`config.mk`:
```
export PLATFORM = sky130hd
export DESIGN_NAME = detect_lowest_high
export DESIGN_NICKNAME = d
export VERILOG_FILES = /design/src/rtl/detect_lowest_high.sv
export SDC_FILE = /design/constraint.sdc
export NUM_CORES = 1
export LEC_CHECK = 0
export CAP_MARGIN = 20
export CORE_ASPECT_RATIO = 1.1
export CORE_UTILIZATION = 35
export DETAILED_ROUTE_END_ITERATION = 12
export PLACE_DENSITY = 0.82
export RECOVER_POWER = 50
export SKIP_LAST_GASP = 1
export SLEW_MARGIN = 40
export SYNTH_ARGS = -nofsm -noshare
export SYNTH_HDL_FRONTEND = slang
export SYNTH_SLANG_ARGS = --single-unit
```
`constraint.sdc`:
```
create_clock -name clk -period 2.4 [get_ports clk]
set_input_delay 0.48 -clock clk [delete_from_list [all_inputs] [get_ports clk]]
set_output_delay 0.48 -clock clk [all_outputs]
set_load 0.01 [all_outputs]
```
`src/rtl/detect_lowest_high.sv`:
```
// -----------------------------------------------------------------------------
// detect_lowest_high
//
// Purpose:
//   Reports the index of the lowest-order set bit of a wide input word (count of
//   trailing zeros). The search is a purely combinational priority encoder; its
//   result is registered, so Dout lags Din by exactly one clock and a new word
//   can be accepted every cycle.
//
// Ports:
//   clk   in   1      single clock, all state updates on the rising edge
//   rst   in   1      synchronous, active-high reset; loads Dout with 0
//   Din   in   WIDTH  word to scan, bit 0 is the LSB
//   Dout  out  OUT_W  registered index of the lowest '1' of Din, or WIDTH when
//                     Din is all zeros
//
// Parameters:
//   WIDTH  input vector width
//   OUT_W  output index width; 2**OUT_W must exceed WIDTH so that the
//          "no bit set" code (WIDTH) is representable
// -----------------------------------------------------------------------------
module detect_lowest_high #(
  parameter int WIDTH = 128,
  parameter int OUT_W = 8
) (
  input  logic             clk,
  input  logic             rst,
  input  logic [WIDTH-1:0] Din,
  output logic [OUT_W-1:0] Dout
);

  // Code produced when no bit of Din is set.
  localparam logic [OUT_W-1:0] NONE_IDX = OUT_W'(WIDTH);

  // Priority search walking from the MSB down to the LSB, so the last match
  // written is the lowest set bit. Bits above the lowest set bit can only be
  // overwritten by it, which keeps X/Z there from reaching the result.
  function automatic logic [OUT_W-1:0] lowest_set_idx(input logic [WIDTH-1:0] d);
    logic [OUT_W-1:0] idx;
    idx = NONE_IDX;
    for (int i = WIDTH - 1; i >= 0; i--) begin
      if (d[i] == 1'b1) begin
        idx = OUT_W'(i);
      end else begin
        idx = idx;
      end
    end
    return idx;
  endfunction

  logic [OUT_W-1:0] dout_d;
  logic [OUT_W-1:0] dout_q;

  // Next-state: combinational index of the lowest set bit of the current word.
  always_comb begin
    dout_d = lowest_set_idx(Din);
  end

  // Result register; reset wins over the pending result on the same edge.
  always_ff @(posedge clk) begin
    if (rst) begin
      dout_q <= {OUT_W{1'b0}};
    end else begin
      dout_q <= dout_d;
    end
  end

  assign Dout = dout_q;

endmodule

```
### Word-level counts from Yosys, hierarchy flattened

Cells that the tools add are included.

* input port bits: 130
* output and inout bits: 8
* flip-flop bits (word level): 8

* multiplexer cells: 127
* reduce and logical (&&, ||, !) cells: 8

Operator list (count)
* 7-bit two-way mux: 63
* 6-bit two-way mux: 32
* 128-bit OR reduction: 1
* 5-bit two-way mux: 16
* 65-bit OR reduction: 1
* 33-bit OR reduction: 1
* 4-bit two-way mux: 8
* 17-bit OR reduction: 1
* 3-bit two-way mux: 4
* 9-bit OR reduction: 1
* 8-bit two-way mux: 1
* 5-bit OR reduction: 1
* 2-bit two-way mux: 2
* 3-bit OR reduction: 1
* 2-bit OR reduction: 1
* 1-bit two-way mux: 1

### Longest topological paths before layout

* word-level depth: 127
* gate-level depth with buffers: 6

### Worst setup path after synthesis

OpenSTA, ideal clock, no wires.

* path type: input to register
* start: input Din[112]
* end: register dout_q[4], in the netlist Dout[4]
* slack: 181 ps
* cell stages on the path: 6
* path buffers: 0
* required time: 2283 ps
* library setup time: 117 ps
* arrival time: 2102 ps
* path through: or4_1 or4_4 a311oi_1 o21ai_1 a41oi_1 nor2_1

* cells in the longest elaborated chain, start to end: 97

Ends and longest elaborated chain
* from (decl): line 28 `input logic [WIDTH-1:0] Din,`
* 7-bit two-way mux (49 in series): line 42 `if (d[i] == 1'b1) begin`
* 6-bit two-way mux (32 in series): line 42
* 5-bit two-way mux (16 in series): line 42
* to (signal assigned): line 62 `dout_q <= {OUT_W{1'b0}};`
* to (signal assigned): line 64 `dout_q <= dout_d;`
* to (decl): line 52 `logic [OUT_W-1:0] dout_q;`

No other way between the ends.
A chain may end at the register's enable or synchronous reset.

### Final worst setup path

* start: input Din[127]
* end: register dout_q[5], in the netlist Dout[5]

* cells in the longest elaborated chain, start to end: 96

Ends and longest elaborated chain (line)
* 8-bit two-way mux: 42
* 7-bit two-way mux (63 in series): 42
* 6-bit two-way mux (32 in series): 42

No other way between the ends.

==> summary.md <==
| Metric | Value |
|---|---|
| Status | `finished clean` |
| Top cell by count, worst path | `or4_4` |
| Min-Delay Startpoint | `Din[119]` |
| Count leader, synth | `nor2_1` |
| PD cells | `198 nW/um^2` |
| CP endpoint kind | `flip-flop` |
| Worst slew margin relative to its limit | `0.631` |
| Setup violators final | `0` |
| Die area | `5600 sq um` |
| FMAX | `0.419 GHz` |
| Synth Register Bits | `8` |
| GR Util All Layers | `0.284` |
| Seq/Total Area, Yosys | `0.0863` |
| Max Cap Viol | `0` |
| Iteration-0 DRC count of the detailed router | `142` |
| Clock Tree Buf Depth | `2` |
| Antenna-violating nets left | `0` |
| I/O pins | `138` |
| Setup_tns | `0 ns` |
| Starting density of the core | `0.366` |
| TritonCTS clock tree | `done` |
| Max Slew Vio Count | `0` |
| Crit-path max cell delay | `0.57 ns` |
| Tcrit/Tclk final | `0.994` |
| VDD IR max | `0.150 mV` |
| Dpl cells | `562` |
| Largest net degree at the start of global routing | `6` |
| Final Hold Fails | `0` |
| Max layer used | `met4` |
| Clk network pwr share | `0.210` |
| Crit path DAT | `2.48 ns` |
| Leakage | `1.41 nW` |
| Rows | `27` |
| Chip width | `71.4 microns` |
| CP Class | `in -> reg` |
| Async set or reset register ratio after synthesis | `0` |
| DR pass1 iterations | `5` |
| Min cycle time layout | `2.39 ns` |
| Tightest Pin Transition | `0.548 ns` |
| Total vias in the final route | `3,297` |
| Worst hold path cell count | `7` |
| Post-Syn Area | `1860 sq um` |
| Hpwl dp | `7090 microns` |
| First-pass GRT wire length | `13,200 microns` |
| PortBufs | `137` |
| Post-Layout Cell Count | `565` |
| HP Class | `in -> reg` |
| Top post-synthesis cells by area | `nor4_1, nor2_1, dfxtp_1` |
| Fillcell total | `435` |
| Cell variety after synth | `42` |
| Startpoint types | `input port` |
| Residual DRC count | `0` |
| Synth Net Count | `439` |
| EDFF count, synth | `0` |
| CP delay by family, top | `simple AND/OR/NAND/NOR gates` |
| Worst-path fanout max | `2` |
| CTS Sinks | `8` |
| Core box area | `5070 sq um` |
| Synth Area per Inst | `6.01 sq um` |
| Critical path required time | `2.50 ns` |
| Layout net count | `639` |
| CTS Buf Count | `3` |
| Bufs and invs on worst path | `1` |
| Initial antenna violation count | `0` |
| # diodes | `0` |
| Final wirelength | `8050 microns` |
| Total global routing overflow | `0` |
| Synth top area share | `0.115` |
| Slowest CP cell | `or4_4` |
| Max reg flops | `8` |
| Cells after synthesis | `309` |
| Gpl congestion | `0.920` |
| Root Driver | `clkbuf_8` |
| Final core utilization | `0.746` |
| Routed len/inst | `14.2 microns` |
| Clock-pin slew on the worst setup and hold paths | `0.04 ns` |
| NetSw | `0.000227 W` |
| Area growth syn-to-layout | `104%` |
| Switch share | `0.304` |
| Internal power | `0.000520 W` |
| Met3 WL | `463 microns` |
| Comb power frac | `0.607` |
| Die Height | `78.4 microns` |
| Metal-1 WL | `3270 microns` |
| Leading post-synthesis cells by instance count | `nor2_1, nor4_1, a21oi_1` |
| Via-to-Cell Ratio | `5.84` |
| Routed wl met2 | `4060 microns` |
| Vias in the first global route | `3,219` |
| CP Cell Sequence | `dlygate4sd2_1, or4_4, or4_4, or4_4, nand2_1, a21boi_1` |
| RSZ-0062 raised after global routing | `false` |
| End of the worst hold path | `Dout[7]` |
| Yosys top cell by area | `nor4_1` |
| Syn. warnings | `0` |
| Reg power frac | `0.182` |
| # H-tree levels | `1` |
| Main synth FF type | `dfxtp_1` |
| Hold_buf cts | `0` |
| Ratio of cells with drive above 1 in the final layout | `0.146` |
worst max path at each step:
stage / cells after the start / endpoint / slack, ns / startpoint
global placement: 7 / Dout[4] / -0.31 / Din[124]
global route: 6 / Dout[5] / 0.009 / Din[127]
detailed placement: 7 / Dout[4] / -0.36 / Din[124]
finish: 6 / Dout[5] / 0.01 / Din[127]
CTS: 6 / Dout[5] / 0.01 / Din[112]
floorplan: 6 / Dout[4] / 0.18 / Din[112]
cell type report:
type	instances	area, sq um	share of cell area
timing repair buffer	195	1790	0.474
multi-input combinational	277	1620	0.430
sequential	8	160	0.0424
inverter	24	91.3	0.0242
tap	58	72.6	0.0192
clock buffer	3	41.3	0.0109
stage by stage:
step / area, sq um / setup WS, ns / hold slack (ns) / power (W)
2_1_floorplan: 1860 / 0.181 / 0.651 / 0.000234
3_3_place_gp: 3740 / -0.315 / 1.22 / 0.000584
3_5_place_dp: 3740 / -0.359 / 1.22 / 0.000595
4_1_cts: 3770 / 0.0123 / 1.02 / 0.000747
5_1_grt: 3780 / 0.00878 / 0.981 / 0.000796
6_report: 3780 / 0.0133 / 0.977 / 0.000747
power by group through the flow:
stage	registers, W	clock network, W	logic [W]
2_1_floorplan	0.000140	0	0.0000945
5_1_grt	0.000137	0.000170	0.000489
4_1_cts	0.000136	0.000159	0.000451
3_5_place_dp	0.000139	0	0.000457
3_3_place_gp	0.000138	0	0.000446
6_report	0.000136	0.000157	0.000454
routing by layer:
metal  vias up  GRT usage
li1       1633          -
met1      1482      0.318
met2       154      0.531
met3        28     0.0411
met4         0      0.112
met5         -          0
cell families after synthesis:
family	count (synthesis)	share of synthesized area
AOI/OAI and AO/OA	103	0.371
buffers and inverters	24	0.0492
DFF	8	0.0863
and+or+nand+nor	174	0.494
tightest hold or removal path, stage by stage:
cell            delay [ns]
dlymetal6s2s_1        0.13
or4_4                 0.15
or4_4                 0.13
or4_4                 0.12
clkinv_2              0.06
nand2_2               0.06
nor2_2                0.03
what timing repair did:
item	in CTS	in global routing
endpoints found under the setup margin	4	3
buffers inserted	0	0
pin swaps	6	1
resized for setup	17	2
layout by cell type, fill, tap and decap left out, types with 3 or more instances in the layout:
cell type        instances
inv_1                   23
o21ai_0                 18
dlygate4sd3_1            7
a211oi_1                10
a21oi_1                 26
o2111ai_1                3
clkbuf_8                 3
o31ai_1                  8
clkdlybuf4s50_1        115
nor2_1                  46
nand2b_1                 7
nor4_1                  34
a2111oi_0                3
nand2_1                 22
nand3_1                  8
nor3_1                  24
dlygate4sd2_1           14
o21ai_1                  3
o211ai_1                 9
nor2b_1                  6
buf_4                   58
and2_1                   3
dfxtp_1                  8
or4_4                    6
or4_1                    8
a221oi_1                 5
Power figures use the tool's default switching activity.
